File: config.mk
export PLATFORM = sky130hd
export DESIGN_NAME = agusec_range_pipe_flat
export DESIGN_NICKNAME = d
export VERILOG_FILES = /design/src/rtl/agusec_range_pipe_pkg.sv /design/src/rtl/agusec_range_pipe_if.sv /design/src/rtl/agusec_range_lane.sv /design/src/rtl/agusec_range_pipe.sv /design/src/flat_wrapper.sv
export SDC_FILE = /design/constraint.sdc
export NUM_CORES = 1
export LEC_CHECK = 0
export ABC_AREA = 1
export CORE_ASPECT_RATIO = 0.75
export CORE_MARGIN = 10
export CORE_UTILIZATION = 49
export CTS_CLUSTER_DIAMETER = 150
export DETAILED_ROUTE_END_ITERATION = 8
export MAX_ROUTING_LAYER = met4
export PLACE_DENSITY = 0.86
export SETUP_SLACK_MARGIN = 0.02
export SLEW_MARGIN = 20
export SYNTH_ARGS = -nofsm -noshare
export SYNTH_HDL_FRONTEND = slang
export SYNTH_HIERARCHICAL = 1
export SYNTH_SLANG_ARGS = --single-unit
File: constraint.sdc
create_clock -name clk -period 2 [get_ports clk]
set_input_delay 0.2 -clock clk [delete_from_list [all_inputs] [get_ports clk]]
set_output_delay 0.2 -clock clk [all_outputs]
set_load 0.05 [all_outputs]
File: src/rtl/agusec_range_pipe_pkg.sv
// Shared definitions for the AGU security range pipe: tagged-pointer field
// layout and default field widths.
package agusec_range_pipe_pkg;

    localparam int PTR_W       = 64;
    localparam int BOUND_W_DEF = 7;
    localparam int EXP_W_DEF   = 5;

    // Tagged pointer layout, MSB first: exp[63:59] low[58:52] high[51:45] on_low[44] addr[43:0]
    localparam int EXP_LSB    = 59;
    localparam int LOW_LSB    = 52;
    localparam int HIGH_LSB   = 45;
    localparam int ON_LOW_BIT = 44;
    localparam int ADDR_MSB   = 43;

    typedef logic [PTR_W-1:0] ptr_t;

endpackage

File: src/rtl/agusec_range_pipe_if.sv
// Per-port request/result bundle between an AGU and the range checker.
interface agusec_range_pipe_if #(
    parameter int NPORT = 2
);
    import agusec_range_pipe_pkg::*;

    // Valid-only flow: a port's request is taken on any clock edge where its
    // in_vld is high and the checker's stall is low; there is no ready, and
    // out_vld pulses for one unstalled cycle per accepted request.
    logic [NPORT-1:0]            in_vld;
    logic [NPORT-1:0][PTR_W-1:0] in_ptr;
    logic [NPORT-1:0]            in_cin;
    logic [NPORT-1:0]            out_vld;
    logic [NPORT-1:0]            out_secq;

    modport master (
        output in_vld,
        output in_ptr,
        output in_cin,
        input  out_vld,
        input  out_secq
    );

    modport slave (
        input  in_vld,
        input  in_ptr,
        input  in_cin,
        output out_vld,
        output out_secq
    );

endinterface

File: src/rtl/agusec_range_lane.sv
// One port of the range checker: stage 1 extracts the window bits and wrap
// flag, stage 2 performs the bounds compare and registers the result.
module agusec_range_lane
    import agusec_range_pipe_pkg::*;
#(
    parameter int BOUND_W = BOUND_W_DEF,
    parameter int EXP_W   = EXP_W_DEF
) (
    input  logic clk,
    input  logic rst,
    input  logic stall,
    input  logic chk_en,
    input  logic in_vld,
    input  ptr_t in_ptr,
    input  logic in_cin,
    output logic out_vld,
    output logic out_secq,
    output logic viol,
    output ptr_t s1_ptr
);

    localparam int WIN_W = BOUND_W + 1;

    logic               s1_vld;
    logic               s1_cin;
    logic               s1_diff;
    logic [WIN_W-1:0]   s1_bits;
    logic [WIN_W-1:0]   bits_d;
    logic               diff_d;
    logic [BOUND_W-1:0] low;
    logic [BOUND_W-1:0] high;
    logic               on_low;
    logic               unbounded;
    logic [WIN_W-1:0]   low_w;
    logic [WIN_W-1:0]   high_w;
    logic               ge;
    logic               le;
    logic               chk_pass;
    logic               pass;

    assign bits_d = WIN_W'(in_ptr[ADDR_MSB:0] >> in_ptr[EXP_LSB +: EXP_W]);
    assign diff_d = in_ptr[HIGH_LSB +: BOUND_W] < in_ptr[LOW_LSB +: BOUND_W];

    always_ff @(posedge clk or negedge rst) begin
        if (!rst) begin
            s1_vld  <= 1'b0;
            s1_cin  <= 1'b0;
            s1_diff <= 1'b0;
            s1_bits <= '0;
            s1_ptr  <= '0;
        end else if (!stall) begin
            s1_vld  <= in_vld;
            s1_cin  <= in_cin;
            s1_diff <= diff_d;
            s1_bits <= bits_d;
            s1_ptr  <= in_ptr;
        end
    end

    // Bounds are widened by one bit so high covers its whole granule.
    assign low       = s1_ptr[LOW_LSB +: BOUND_W];
    assign high      = s1_ptr[HIGH_LSB +: BOUND_W];
    assign on_low    = s1_ptr[ON_LOW_BIT];
    assign unbounded = &s1_ptr[EXP_LSB +: EXP_W];
    assign low_w     = {low, 1'b0};
    assign high_w    = {high, 1'b1};
    assign ge        = unbounded | (s1_bits >= low_w);
    assign le        = unbounded | (high_w >= s1_bits);

    // A wrapped window only needs the bound on the side the pointer sits on.
    assign chk_pass  = s1_cin & (ge | (s1_diff & ~on_low)) & (le | (s1_diff & on_low));
    assign pass      = chk_en ? chk_pass : s1_cin;
    assign viol      = ~stall & s1_vld & s1_cin & chk_en & ~pass;

    always_ff @(posedge clk or negedge rst) begin
        if (!rst) begin
            out_vld  <= 1'b0;
            out_secq <= 1'b0;
        end else if (!stall) begin
            out_vld  <= s1_vld;
            out_secq <= s1_vld & pass;
        end
    end

endmodule

File: src/rtl/agusec_range_pipe.sv
// Multi-port AGU pointer range checker with sticky first-fault capture and
// saturating per-port violation counters.
module agusec_range_pipe
    import agusec_range_pipe_pkg::*;
#(
    parameter int NPORT   = 2,
    parameter int BOUND_W = BOUND_W_DEF,
    parameter int EXP_W   = EXP_W_DEF,
    parameter int CNT_W   = 16,
    localparam int PW     = (NPORT > 1) ? $clog2(NPORT) : 1
) (
    input  logic                        clk,
    input  logic                        rst,
    input  logic                        chk_en,
    input  logic                        stall,
    input  logic                        flt_clr,
    agusec_range_pipe_if.slave          bus,
    output logic                        flt_vld,
    output logic [PW-1:0]               flt_port,
    output ptr_t                        flt_ptr,
    output logic [NPORT-1:0][CNT_W-1:0] vio_cnt
);

    logic [NPORT-1:0] lane_vld;
    logic [NPORT-1:0] lane_secq;
    logic [NPORT-1:0] viol;
    ptr_t             lane_ptr [NPORT];
    logic             any_viol;
    logic [PW-1:0]    first_port;
    ptr_t             first_ptr;

    for (genvar p = 0; p < NPORT; p++) begin : g_lane
        agusec_range_lane #(
            .BOUND_W (BOUND_W),
            .EXP_W   (EXP_W)
        ) u_lane (
            .clk      (clk),
            .rst      (rst),
            .stall    (stall),
            .chk_en   (chk_en),
            .in_vld   (bus.in_vld[p]),
            .in_ptr   (bus.in_ptr[p]),
            .in_cin   (bus.in_cin[p]),
            .out_vld  (lane_vld[p]),
            .out_secq (lane_secq[p]),
            .viol     (viol[p]),
            .s1_ptr   (lane_ptr[p])
        );
    end

    assign bus.out_vld  = lane_vld;
    assign bus.out_secq = lane_secq;

    // Descending scan so the lowest violating port wins.
    always_comb begin
        any_viol   = 1'b0;
        first_port = '0;
        first_ptr  = '0;
        for (int p = NPORT - 1; p >= 0; p--) begin
            if (viol[p]) begin
                any_viol   = 1'b1;
                first_port = PW'(p);
                first_ptr  = lane_ptr[p];
            end
        end
    end

    // A clear re-arms capture in the same cycle, so a coincident violation is kept.
    always_ff @(posedge clk or negedge rst) begin
        if (!rst) begin
            flt_vld  <= 1'b0;
            flt_port <= '0;
            flt_ptr  <= '0;
        end else if (flt_clr || !flt_vld) begin
            flt_vld <= any_viol;
            if (any_viol) begin
                flt_port <= first_port;
                flt_ptr  <= first_ptr;
            end else if (flt_clr) begin
                flt_port <= '0;
                flt_ptr  <= '0;
            end
        end
    end

    always_ff @(posedge clk or negedge rst) begin
        if (!rst) begin
            vio_cnt <= '0;
        end else begin
            for (int p = 0; p < NPORT; p++) begin
                if (viol[p] && (vio_cnt[p] != {CNT_W{1'b1}})) begin
                    vio_cnt[p] <= vio_cnt[p] + CNT_W'(1);
                end
            end
        end
    end

endmodule
File: src/flat_wrapper.sv
// flat-port wrapper written by rule: the top's interface ports become plain ports
module agusec_range_pipe_flat import agusec_range_pipe_pkg::*;
#(
    parameter int NPORT   = 2,
    parameter int BOUND_W = BOUND_W_DEF,
    parameter int EXP_W   = EXP_W_DEF,
    parameter int CNT_W   = 16,
    localparam int PW     = (NPORT > 1) ? $clog2(NPORT) : 1
)
  (clk, rst, chk_en, stall, flt_clr, flt_vld, flt_port, flt_ptr, vio_cnt, bus_in_vld, bus_in_ptr, bus_in_cin, bus_out_vld, bus_out_secq);
  agusec_range_pipe_if #(.NPORT(NPORT)) bus_i ();
  input  logic clk;
  input  logic rst;
  input  logic chk_en;
  input  logic stall;
  input  logic flt_clr;
  output logic flt_vld;
  output logic [PW-1:0] flt_port;
  output ptr_t flt_ptr;
  output logic [NPORT-1:0][CNT_W-1:0] vio_cnt;
  input wire logic [$bits(bus_i.in_vld)-1:0] bus_in_vld;
  input wire logic [$bits(bus_i.in_ptr)-1:0] bus_in_ptr;
  input wire logic [$bits(bus_i.in_cin)-1:0] bus_in_cin;
  output wire logic [$bits(bus_i.out_vld)-1:0] bus_out_vld;
  output wire logic [$bits(bus_i.out_secq)-1:0] bus_out_secq;
  assign bus_i.in_vld = bus_in_vld;
  assign bus_i.in_ptr = bus_in_ptr;
  assign bus_i.in_cin = bus_in_cin;
  assign bus_out_vld = bus_i.out_vld;
  assign bus_out_secq = bus_i.out_secq;
  agusec_range_pipe #(.NPORT(NPORT), .BOUND_W(BOUND_W), .EXP_W(EXP_W), .CNT_W(CNT_W)) u_core (.clk(clk), .rst(rst), .chk_en(chk_en), .stall(stall), .flt_clr(flt_clr), .bus(bus_i), .flt_vld(flt_vld), .flt_port(flt_port), .flt_ptr(flt_ptr), .vio_cnt(vio_cnt));
endmodule
==> results.json <==
{
  "final_cells": 2740,
  "clock.fmax_mhz": 389,
  "maxCapViolations": 0,
  "hold-worst-slack_ns": 0.0799,
  "r2r_slack_ns": -0.57,
  "path_clk_slew_ns": 0.06,
  "grt_pass1_wl_microns": 80300,
  "violations": "negative setup slack",
  "critPathRequiredTime_ns": 2.42,
  "power-per-cell-area_nw_per_um2": 785,
  "clkPwrFrac_pct": 33.4,
  "nets": 2506,
  "hold_path_end": "u_core/g_lane[1].u_lane/s1_ptr[2]$_DFFE_PN0N_",
  "internal_power_mw": 10.2,
  "fp.dieH_microns": 170,
  "first_pass_iters": 9,
  "power.switching_mw": 5.39,
  "yosysWarnings": 6,
  "setup_slack_ns": -0.572,
  "dp.cells": 2644,
  "reg2regPathDepth": 21,
  "num_rows": 54,
  "synth_cell_types": 36,
  "crit_fanout": 8,
  "cts_tree": "done",
  "status": "complete, but fails checks",
  "wl_microns": 54700,
  "synth-seq-cells": 252,
  "grt_overflow_total": 0,
  "route.antenna.remaining_nets": 0,
  "drt_iter0_drc": 2245,
  "timing.setup.tns_ns": -44.74,
  "vias": 15800,
  "min_from": "stall",
  "design_area_sq_um": 19900,
  "rr_startpoint": "u_core/g_lane[0].u_lane/s1_bits[1]$_DFFE_PN0N_",
  "rsz0062_at_grt": "true",
  "wl_per_cell_microns": 19.9,
  "drc": 0,
  "seq_area_frac_synth_pct": 43.1,
  "syn-cell-area_sq_um": 14600,
  "slew_violations": 0,
  "clock_latency_ns": 0.56,
  "syn_area_per_cell_sq_um": 7.19,
  "fin_crit_sh_pct": 129,
  "ir_worst_vdd_mv": 0.623,
  "dieArea_sq_um": 37200,
  "track_usage_pct": 27.7,
  "grt_pass1_vias": 15000,
  "fin_util_pct": 68.0,
  "swShare_pct": 34.6,
  "fin_skew_ns": 0.0288,
  "path_class": "reg -> reg",
  "clockBufferDepth": 3,
  "numCtsBuffers": 26,
  "dpl.hpwl_microns": 36700,
  "ios": 239,
  "port_buffers": 238,
  "relSlewSlack_pct": 23.8,
  "drive_above_1_share_pct": 14.0,
  "worst_ep_arrival_time_ns": 2.99,
  "cp-start-kind": "flop",
  "htreeDepth": 1,
  "leakagePower_nw": 10.7,
  "min_path_type": "in -> reg",
  "gp_congestion": 0.987,
  "setup_viol": 98,
  "fin_crit_ns": 2.57,
  "grt_max_degree": 96,
  "cts_num_sinks": 252,
  "fp.coreArea_sq_um": 29300,
  "hold_depth": 4,
  "root_buffer": "clkbuf_16",
  "initial_core_util_pct": 50.0,
  "worstMarginPinSlew_ns": 1.14,
  "end_kind": "flop",
  "area_growth_syn_to_layout_pct": 35.9,
  "die_w_microns": 219,
  "vias_per_cell": 5.76,
  "seq_power_share_pct": 39.4,
  "combPwrFrac_pct": 27.3,
  "antenna_found_initial": 0,
  "finalHoldViolCount": 0,
  "syn_inst": 2035,
  "dpl-instance-area_sq_um": 17700,
  "synth_nets": 2214,
  "r2r_end": "u_core/flt_ptr[34]$_DFFE_PN0P_"
}
==> critical path, cell delays in order (launching register included) <==
cell and delay, ns:
dfrtp_1 0.41, ha_1 0.30, nand2_1 0.07, nand2_1 0.06
nand2_1 0.07, nand2_1 0.07, nand2_2 0.08, nand2_2 0.05
nand2_2 0.07, nand2_1 0.05, nand2_1 0.09, nand2_2 0.08
nor2_4 0.14, buf_12 0.13, inv_8 0.03, buf_12 0.12
nand2_4 0.06, o21ai_4 0.06, buf_12 0.17, clkbuf_16 0.19
nand2_2 0.07, nand3_2 0.06
==> routing by layer <==
metal	track usage, %	part of all wire [%]
met5	-	0
met4	9.36	4.0
met3	4.63	9.6
met2	42.9	45
met1	36.3	41
==> repair_timing <==
action,CTS,global route
resized for setup,146,130
endpoints found under the hold margin,189,0
cloned,9,5
pin swaps,27,32
buffers inserted,24,10
hold buffers,1,0
endpoints found under the setup margin,167,115
==> cell families (layout without fill, tap and decap cells) <==
kind of cell               Yosys count  count (layout)  synth area share [%]
adders and majority gates           42              42                  3.59
muxes                               14              14                 0.958
other                                0               1                     0
xor gates and xnor gates             8               8                 0.479
DFF                                252             252                  43.1
AOI/OAI and AO/OA                  241             241                  9.21
and+or+nand+nor                   1200            1203                  33.7
buffers and inverters              278             587                  8.90
==> flip-flops by register name, indices dropped and copies added, names as in the netlist <==
register                       count
u_core/flt_port                    1
u_core/flt_ptr                    64
u_core/flt_vld                     1
u_core/g_lane.u_lane/out_secq      2
u_core/g_lane.u_lane/out_vld       2
u_core/g_lane.u_lane/s1_bits      16
u_core/g_lane.u_lane/s1_cin        2
u_core/g_lane.u_lane/s1_diff       2
u_core/g_lane.u_lane/s1_ptr      128
u_core/g_lane.u_lane/s1_vld        2
u_core/vio_cnt                    32
==> layout by cell type, fill, tap and decap left out, drive strengths merged, types with 4 or more instances in the layout <==
master / count
nand2: 899
dfrtp: 252
nand3: 219
inv: 173
o21ai: 165
clkdlybuf4s50: 138
buf: 126
dlygate4sd2: 71
nor2: 59
ha: 42
clkbuf: 39
o211ai: 32
dlymetal6s2s: 25
a21oi: 24
nand4: 17
mux2i: 14
a31oi: 12
clkinv: 7
xnor2: 5
bufinv: 4
nand3b: 4
nor3: 4
a221oi: 4
==> power by group through the flow <==
stage | logic [mW] | clock network, mW | registers, mW
floorplan | 1.61 | 0 | 6.77
global placement | 3.79 | 0 | 6.14
detailed placement | 3.89 | 0 | 6.17
CTS | 4.01 | 5.20 | 6.09
global route | 4.59 | 5.45 | 6.18
finish | 4.25 | 5.20 | 6.14
==> cell usage after synthesis (all sizes together) <==
cell type / n / area (sq um)
a21oi: 24 / 120
inv: 171 / 649
ha: 42 / 526
clkinv: 1 / 8.76
nand4: 17 / 106
nor2b: 1 / 6.26
o31ai: 2 / 15.0
o211ai: 32 / 250
buf: 88 / 576
a31oi: 12 / 75.1
nand3b: 4 / 30.0
nand2: 899 / 3410
nor3: 4 / 20.0
nand3: 219 / 1100
clkbuf: 18 / 67.6
a221oi: 4 / 35.0
o21a: 2 / 15.0
xor2: 3 / 26.3
o21ai: 165 / 837
xnor2: 5 / 43.8
nor2: 56 / 265
mux2i: 14 / 140
dfrtp: 252 / 6310
==> worst max-delay path by stage <==
stage                                                   startpoint                             end  slack (ns)  depth (start not counted)
finish              u_core/g_lane[0].u_lane/s1_bits[1]$_DFFE_PN0N_  u_core/flt_ptr[34]$_DFFE_PN0P_       -0.57                         21
global route        u_core/g_lane[0].u_lane/s1_bits[1]$_DFFE_PN0N_  u_core/flt_ptr[34]$_DFFE_PN0P_       -0.66                         21
CTS                 u_core/g_lane[0].u_lane/s1_bits[2]$_DFFE_PN0N_  u_core/flt_ptr[24]$_DFFE_PN0P_       -0.40                         22
detailed placement  u_core/g_lane[1].u_lane/s1_bits[3]$_DFFE_PN0N_  u_core/flt_ptr[22]$_DFFE_PN0P_       -0.85                         15
global placement    u_core/g_lane[1].u_lane/s1_bits[3]$_DFFE_PN0N_  u_core/flt_ptr[57]$_DFFE_PN0P_       -0.68                         15
floorplan           u_core/g_lane[1].u_lane/s1_ptr[47]$_DFFE_PN0N_  u_core/flt_ptr[39]$_DFFE_PN0P_       -0.10                         20
==> final cells by class <==
type,count,area (sq um)
Timing Repair Buffer,366,3820
Timing Repair inverter,1,6.26
Multi-Input combinational cell,1508,7670
Fill cell,2237,9380
Sequential cell,252,6310
Clock buffer,35,714
Antenna cell,1,2.50
Tap cell,392,490
Clock inverter,13,191
Inverter,172,671
==> through the flow <==
step / setup WS, ns / power, mW
after floorplan: -0.102 / 8.38
after global placement: -0.685 / 9.94
after detailed placement: -0.845 / 10.1
after CTS: -0.398 / 15.3
after global routing: -0.661 / 16.2
final: -0.572 / 15.6
Note: power is estimated with default switching activity, not from simulation.
